===== src/rtl/acc_ctrl.sv =====
// Instruction sequencer for the 4-bit accumulator register and 8-function ALU.
// Accepts {op, imm} over valid/ready and drives one-cycle register strobes per execution cycle.
module acc_ctrl (
    input  logic       clk,
    input  logic       rst_n,
    input  logic       instr_valid,
    output logic       instr_ready,
    input  logic [7:0] instr,
    input  logic [3:0] acc,
    input  logic [3:0] alu_f,
    output logic [2:0] alu_oc,
    output logic [3:0] alu_b,
    output logic       reg_cl,
    output logic       reg_ld,
    output logic       reg_inc,
    output logic       reg_dec,
    output logic       reg_sr,
    output logic       reg_sl,
    output logic       reg_ir,
    output logic       reg_il,
    output logic [3:0] reg_in,
    output logic       done,
    output logic       illegal,
    output logic [7:0] retired
);
    localparam logic [3:0] OP_NOP = 4'h0, OP_CLR = 4'h1, OP_LDI = 4'h2, OP_INC = 4'h3,
                           OP_DEC = 4'h4, OP_SHR = 4'h5, OP_SHL = 4'h6, OP_LDB = 4'h7,
                           OP_ALU = 4'h8, OP_RPI = 4'h9, OP_RPD = 4'hA;

    typedef enum logic {IDLE, EXEC} state_t;

    state_t     state, state_nx;
    logic [3:0] op_q, imm_q, cnt_q, cnt_init, b_q;
    logic       hs;
    logic       unused_acc;

    // acc is observation only; sequencing never depends on it.
    assign unused_acc  = ^acc;
    assign instr_ready = (state == IDLE) && rst_n;
    assign hs          = instr_valid && instr_ready;
    assign alu_b       = b_q;

    // cnt holds remaining cycles minus one; a zero-length repeat still takes one cycle.
    always_comb begin
        cnt_init = 4'd0;
        case (instr[7:4])
            OP_SHR, OP_SHL: cnt_init = {2'b00, instr[1:0]};
            OP_RPI, OP_RPD: cnt_init = (instr[3:0] == 4'd0) ? 4'd0 : instr[3:0] - 4'd1;
            default:        cnt_init = 4'd0;
        endcase
    end

    always_ff @(posedge clk) begin
        if (!rst_n) state <= IDLE;
        else        state <= state_nx;
    end

    always_comb begin
        state_nx = state;
        reg_cl   = 1'b0;
        reg_ld   = 1'b0;
        reg_inc  = 1'b0;
        reg_dec  = 1'b0;
        reg_sr   = 1'b0;
        reg_sl   = 1'b0;
        reg_ir   = 1'b0;
        reg_il   = 1'b0;
        reg_in   = 4'd0;
        done     = 1'b0;
        illegal  = 1'b0;
        case (state)
            IDLE: if (hs) state_nx = EXEC;
            EXEC: begin
                done = (cnt_q == 4'd0);
                if (done) state_nx = IDLE;
                case (op_q)
                    OP_NOP, OP_LDB: ;
                    OP_CLR: reg_cl = 1'b1;
                    OP_LDI: begin reg_ld = 1'b1; reg_in = imm_q; end
                    OP_INC: reg_inc = 1'b1;
                    OP_DEC: reg_dec = 1'b1;
                    OP_SHR: begin reg_sr = 1'b1; reg_il = imm_q[2]; end
                    OP_SHL: begin reg_sl = 1'b1; reg_ir = imm_q[2]; end
                    OP_ALU: begin reg_ld = 1'b1; reg_in = alu_f; end
                    OP_RPI: reg_inc = (imm_q != 4'd0);
                    OP_RPD: reg_dec = (imm_q != 4'd0);
                    default: illegal = 1'b1;
                endcase
            end
            default: state_nx = IDLE;
        endcase
    end

    always_ff @(posedge clk) begin
        if (!rst_n) begin
            op_q    <= 4'd0;
            imm_q   <= 4'd0;
            cnt_q   <= 4'd0;
            b_q     <= 4'd0;
            alu_oc  <= 3'd0;
            retired <= 8'd0;
        end else begin
            if (hs) begin
                op_q  <= instr[7:4];
                imm_q <= instr[3:0];
                cnt_q <= cnt_init;
                // Registering the opcode at the handshake lets alu_f settle inside the execution cycle.
                if (instr[7:4] == OP_ALU) alu_oc <= instr[2:0];
            end else if (state == EXEC) begin
                cnt_q <= cnt_q - 4'd1;
            end
            if (state == EXEC && op_q == OP_LDB) b_q <= imm_q;
            if (done) retired <= retired + 8'd1;
        end
    end
endmodule


===== config.mk =====
export PLATFORM = sky130hd
export DESIGN_NAME = acc_ctrl
export DESIGN_NICKNAME = d
export VERILOG_FILES = /design/src/rtl/acc_ctrl.sv
export SDC_FILE = /design/constraint.sdc
export NUM_CORES = 1
export LEC_CHECK = 0
export CORE_MARGIN = 1
export CORE_UTILIZATION = 49
export CTS_CLUSTER_SIZE = 20
export DETAILED_ROUTE_END_ITERATION = 10
export PLACE_DENSITY = 0.84
export SLEW_MARGIN = 20
export SYNTH_ARGS = -nofsm -noshare
export SYNTH_HDL_FRONTEND = slang
export SYNTH_SLANG_ARGS = --single-unit

===== constraint.sdc =====
create_clock -name clk -period 4.9 [get_ports clk]
set_clock_uncertainty 0.2 [all_clocks]
set_input_delay 0.735 -clock clk [delete_from_list [all_inputs] [get_ports clk]]
set_output_delay 0.735 -clock clk [all_outputs]
set_load 0.01 [all_outputs]

==> flow_metrics.env, run 1 <==
export IMPL_run_status="complete, but fails checks"
export IMPL_failed_checks="design-rule violations"
export IMPL_cts_sinks=28
export IMPL_synthAdderAreaFrac_pct=3.28
export IMPL_num_rows=19
export IMPL_criticalPathCategory="input pin to output pin"
export IMPL_ys_types=34
export IMPL_synthXorXnorAreaFrac_pct=6.90
export IMPL_worstPathMaxFanout=30
export IMPL_clk_path_buf_depth=2
export IMPL_multi_input_area_um2=896
export IMPL_grt_overflow=0
export IMPL_grt_usage_pct=20.9
export IMPL_hold_ws_ps=326
export IMPL_hpwl_um=2400
export IMPL_ys_top_cells_by_count="dfxtp_1, nand2_1, nor2b_1"
export IMPL_synth_top_family_by_area="simple AND/OR/NAND/NOR gates"
export IMPL_peakVddDrop_uv=176
export IMPL_tightest_slew_ps=862
export IMPL_clkTransAtPathRegs_ps=150
export IMPL_synth_top_cell_area_share_pct=36.8
export IMPL_grt_first_pass_wirelength_um=5560
export IMPL_antenna_found_initial=0
export IMPL_die_area_mm2=0.00334
export IMPL_yosysWarnings=0
export IMPL_syn_inst=184
export IMPL_cts_setup_buffers=0
export IMPL_avgRoutedWirePerCell_um=12.9
export IMPL_root_buffer="clkbuf_4"
export IMPL_cts_tree="yes"
export IMPL_cts_made_buffers=3
export IMPL_synth_simple_area_share_pct=34.3
export IMPL_io_buffers=44
export IMPL_grt_max_degree=31
export IMPL_powerDensity_mw_per_mm2=245
export IMPL_coreArea_mm2=0.00285
export IMPL_synth_most_common_cell="dfxtp_1"
export IMPL_ys_seq_area_share_pct=36.8
export IMPL_seq_area_um2=561
export IMPL_p_leak_nw=0.747
export IMPL_synth_compound_area_share_pct=8.37
export IMPL_worstSetupEndpointType="output pin"
export IMPL_clk_latency_ps=320
export IMPL_synth_nets=207
export IMPL_synth_mux_area_share_pct=5.91
export IMPL_cp_required_ps=3960
export IMPL_drv_cap=0
export IMPL_cp_start_kind="input pin"
export IMPL_finalSetupViolations=0
export IMPL_final_layout_size_suffix_gt1_share_pct=2.71
export IMPL_slew_violations=0
export IMPL_vias=1390
export IMPL_drt_drc_violations_left=1
export IMPL_period_share_pct=72.1
export IMPL_drtIter0Drc=53
export IMPL_hold_buffers=0
export IMPL_die_width_um=57.8
export IMPL_synth_edf_count=0
export IMPL_fmax_mhz=283
export IMPL_synth_area_leaders="dfxtp_1, mux2i_1, nor2b_1"
export IMPL_ioPinCount=49
export IMPL_antenna_left=0
export IMPL_h_tree_depth=1
export IMPL_n_fill_cell=239
export IMPL_slew_headroom_pct=42.4
export IMPL_hold_class="register to register"
export IMPL_vias_per_cell=5.52
export IMPL_finalCriticalPeriod_ps=3530
export IMPL_area_delta_synth_final_pct=32.2
export IMPL_p_total_mw=0.493
export IMPL_stdcell_count=252
export IMPL_die_y_um=57.8
export IMPL_ys_ff_latch=28
export IMPL_syn_area_mm2=0.00152
export IMPL_tns_ps=0
export IMPL_hold_viol=0
export IMPL_syn_area_per_cell_um2=8.28
export IMPL_post_place_cells=248
export IMPL_antenna_cells=0
export IMPL_dr_pass1_iters=7
export IMPL_grt_pass1_vias=1297
export IMPL_finalWirelength_um=3240
export IMPL_ys_flop_type="dfxtp_1"
export IMPL_yosysTopAreaCell="dfxtp_1"
export IMPL_ctsResizeCount=0
export IMPL_cp_data_arrival_time_ps=2600
export IMPL_initial_utilization_pct=53.4
export IMPL_nNetsFinal=245
export IMPL_rsz0062_at_grt="false"
export IMPL_finalWeightedCongestion=0.869
export IMPL_async_flop_share_pct=0
## stage by stage
step	setup WS [ps]	cell area, µm²	utilization, %
final	1370	2010	70.6
after floorplan	2690	1520	-
after detailed placement	1350	1960	68.8
after global placement	1400	1960	68.8
after global routing	1280	2010	70.6
after CTS	1370	2010	70.6
## worst paths after layout
kind | cells past startpoint | end | slack, ps | startpoint
worst max-delay path | 3 | instr_ready | 1370 | rst_n
worst min-delay path | 2 | imm_q[3]$_SDFFE_PN0P_ | 330 | imm_q[3]$_SDFFE_PN0P_
worst max register to register | 4 | alu_oc[1]$_SDFFE_PN0P_ | 2580 | state$_SDFF_PN0_
worst min register to register | 2 | imm_q[3]$_SDFFE_PN0P_ | 330 | imm_q[3]$_SDFFE_PN0P_
## sequential cells by signal, indices dropped and copies added (netlist names)
register  count
op_q          4
cnt_q         4
retired       8
state         1
alu_oc        3
alu_b         4
imm_q         4
## logic make-up (layout without fill, tap and decap cells)
| kind of cell | after synthesis | after routing |
|---|---|---|
| compound gates | 20 | 20 |
| xor+xnor | 12 | 12 |
| fa+ha+maj | 4 | 4 |
| buf+inv | 17 | 54 |
| flops | 28 | 28 |
| mux | 9 | 9 |
| simple gates | 94 | 94 |
## cell type report
| class | count | share of cell area (%) |
|---|---|---|
| clock inverters | 1 | 1.49 |
| inverters | 5 | 0.932 |
| clock buffers | 3 | 1.12 |
| flip-flops and latches | 28 | 27.8 |
| well taps | 31 | 1.93 |
| multi-input cells | 139 | 44.5 |
| repair buffers | 45 | 22.2 |
## placed cells by master (no fill, tap or decap)
cell	count
nand3_1	11
buf_4	1
nor3_1	6
xor2_1	5
o31ai_1	3
bufinv_16	1
nand2b_1	4
a22oi_1	4
or4_1	1
and2_1	10
clkdlybuf4s50_1	44
nand4b_1	2
clkbuf_4	3
dfxtp_1	28
a211oi_1	1
nand3b_1	4
and3_1	1
and4_1	1
nor2_1	10
nand4_1	3
o211ai_1	1
ha_1	4
inv_1	5
o21a_1	1
o21ai_0	3
a21boi_0	1
xnor2_1	7
nor3b_1	5
nor2_2	1
mux2i_1	9
nor4b_1	1
nor4bb_1	1
nor2b_1	14
nor4_1	1
a21oi_1	6
nand2_1	18
## power by group
| group | internal [mW] | switching (mW) | total, mW |
|---|---|---|---|
| registers | 0.239 | 0.0187 | 0.258 |
| logic | 0.0451 | 0.0403 | 0.0854 |
| clock network | 0.0827 | 0.0668 | 0.149 |
## worst max-delay path, stage by stage
cell and delay (ps):
clkdlybuf4s50_1 1030, nor2b_1 250, clkdlybuf4s50_1 570
## per-layer routing
layer / global-route usage [%] / up-vias / wire length [µm] / part of all wire, %
met1: 27.4 / 635 / 1520 / 47
met5: 0 / - / 0 / 0
met3: 3.57 / 2 / 147 / 4.5
met2: 34.9 / 47 / 1550 / 48
li1: - / 706 / - / -
met4: 7.14 / 0 / 22 / 0.68
(Power assumes the default switching activity.)
==> run 2: changes to the inputs <==
--- a/config.mk
+++ b/config.mk
@@ -6,10 +6,10 @@
 export NUM_CORES = 1
 export LEC_CHECK = 0
 export CORE_MARGIN = 1
-export CORE_UTILIZATION = 49
+export CORE_UTILIZATION = 41
 export CTS_CLUSTER_SIZE = 20
 export DETAILED_ROUTE_END_ITERATION = 10
-export PLACE_DENSITY = 0.84
+export PLACE_DENSITY = 0.75
 export SLEW_MARGIN = 20
 export SYNTH_ARGS = -nofsm -noshare
 export SYNTH_HDL_FRONTEND = slang
==> constraint.sdc (replaced) <==
create_clock -name clk -period 3.1 [get_ports clk]
set_clock_uncertainty 0.2 [all_clocks]
set_input_delay 0.465 -clock clk [delete_from_list [all_inputs] [get_ports clk]]
set_output_delay 0.465 -clock clk [all_outputs]
set_load 0.01 [all_outputs]
==> run 2 against run 1 <==
  * The flow now finishes without violations
  * Via count up 1.9%
  * Count of clock-buffer cells in the layout up 1
  * Wire length fell by 0.65%
  * Die area rose by 19%
  * Final cell count increased by 7.5%
  * Sequential power grew 56%
  * Critical path type is now register to output pin
  * Sequential cell count unchanged
  * Largest power group unchanged
  * Critical path depth increased by 2
  * Total power rose by 57%
  * Highest routed layer unchanged
  * Design area is 2.5% higher
==> flow_metrics.env, run 2 (synthesized netlist as in run 1, its figures left out) <==
export IMPL_run_status="completed"
export IMPL_finalCriticalPeriod_ps=2850
export IMPL_initial_utilization_pct=44.3
export IMPL_fmax_mhz=351
export IMPL_min_from="alu_b[3]$_SDFFE_PN0P_"
export IMPL_coreArea_mm2=0.00344
export IMPL_cp_required_ps=2430
export IMPL_grt_first_pass_wirelength_um=5550
export IMPL_final_common_cell="clkdlybuf4s50_1"
export IMPL_worst_slack_ps=250
export IMPL_vias_per_cell=5.23
export IMPL_root_buffer="clkbuf_8"
export IMPL_slew_violations=0
export IMPL_area_delta_synth_final_pct=35.5
export IMPL_nNetsFinal=249
export IMPL_startpoint="op_q[1]$_SDFFE_PN0P_"
export IMPL_die_width_um=63.0
export IMPL_vias=1416
export IMPL_hpwl_um=2440
export IMPL_tns_ps=0
export IMPL_p_switching_mw=0.205
export IMPL_slew_headroom_pct=65.4
export IMPL_worstPathMaxFanout=10
export IMPL_largest_register_ff_count=8
export IMPL_io_buffers=44
export IMPL_pwr_share_seq_pct=52.3
export IMPL_top_register="retired"
export IMPL_dr_pass1_iters=4
export IMPL_pre_cts_ws_ps=543
export IMPL_finalWirelength_um=3220
export IMPL_drtIter0Drc=58
export IMPL_avgRoutedWirePerCell_um=11.9
export IMPL_clkTransAtPathRegs_ps=90
export IMPL_grt_max_degree=18
export IMPL_grt_usage_pct=17.5
export IMPL_post_place_cells=267
export IMPL_hold_buffers=0
export IMPL_cp_data_arrival_time_ps=2190
export IMPL_peakVddDrop_uv=249
export IMPL_num_rows=21
export IMPL_finalSetupViolations=0
export IMPL_hold_class="register to register"
export IMPL_fin_area_mm2=0.00207
export IMPL_tightest_slew_ps=516
export IMPL_ctsResizeCount=0
export IMPL_powerDensity_mw_per_mm2=373
export IMPL_cts_made_buffers=3
export IMPL_die_area_mm2=0.00396
export IMPL_cts_setup_buffers=0
export IMPL_swShare_pct=26.6
export IMPL_cts_sinks=28
export IMPL_r2r_start="state$_SDFF_PN0_"
export IMPL_hold_viol=0
export IMPL_p_total_mw=0.771
export IMPL_period_share_pct=92.0
export IMPL_h_tree_depth=1
export IMPL_antenna_cells=0
export IMPL_worstSetupEndpointType="output pin"
export IMPL_mostFrequentLayoutCells="clkdlybuf4s50_1, dfxtp_1, nand2_1"
export IMPL_antenna_found_initial=0
export IMPL_internal_power_mw=0.566
export IMPL_ioPinCount=49
export IMPL_die_y_um=63.0
export IMPL_cp_start_kind="register"
export IMPL_clkPwrFrac_pct=29.5
export IMPL_power_frac_comb_pct=18.3
export IMPL_clk_latency_ps=280
export IMPL_post_route_util_pct=60.0
export IMPL_final_layout_size_suffix_gt1_share_pct=4.44
export IMPL_hold_ws_ps=323
export IMPL_placed_area_mm2=0.00201
export IMPL_rsz0062_at_grt="false"
export IMPL_antenna_left=0
export IMPL_stdcell_count=271
export IMPL_p_leak_nw=0.767
export IMPL_grt_overflow=0
export IMPL_criticalPathCategory="register to output pin"
export IMPL_finalWeightedCongestion=0.929
export IMPL_grt_pass1_vias=1273
export IMPL_clk_path_buf_depth=2
export IMPL_drv_cap=0
export IMPL_drt_drc_violations_left=0
export IMPL_cts_tree="yes"
==> run 2: changes by cell type in the layout (fill, tap and decap cells not counted), sizes merged <==
cell and delta:
bufinv -1, buf +4, clkbuf +1
==> run 2: path summary, 6_finish.rpt <==
| kind | end | slack (ps) | cells after the start |
|---|---|---|---|
| setup / recovery | reg_in[0] | 250 | 5 |
| setup reg to reg | alu_oc[1]$_SDFFE_PN0P_ | 1120 | 5 |
| hold / removal | alu_b[3]$_SDFFE_PN0P_ | 320 | 2 |
| hold reg to reg | alu_b[3]$_SDFFE_PN0P_ | 320 | 2 |
==> run 2: final cells by class <==
cell class	instances	area, µm²
repair buffers	49	478
multi-input cells	139	896
well taps	46	57.6
clock buffers	4	55.1
fillers	319	1380
flip-flops and latches	28	561
inverters	5	18.8
==> run 2: per-layer routing <==
metal | up-vias | global-route usage (%) | share of wire (%)
met5 | - | 0 | 0
met4 | 0 | 6.98 | 1.5
met3 | 5 | 4.01 | 4.9
met2 | 45 | 27.2 | 45
met1 | 657 | 23.2 | 49
li1 | 709 | - | -
==> run 2: critical path, stage by stage, from the launching register on <==
cell and delay (ps):
dfxtp_1 500, nand2b_1 140, nor3_1 420, a22oi_1 170, nor2b_1 140, clkdlybuf4s50_1 540
==> run 2: power groups by stage <==
stage | Clock, mW | Combinational (mW) | Sequential [mW]
2_1_floorplan | 0 | 0.0922 | 0.399
3_3_place_gp | 0 | 0.139 | 0.411
3_5_place_dp | 0 | 0.141 | 0.411
4_1_cts | 0.235 | 0.142 | 0.403
5_1_grt | 0.251 | 0.155 | 0.407
6_report | 0.227 | 0.141 | 0.403
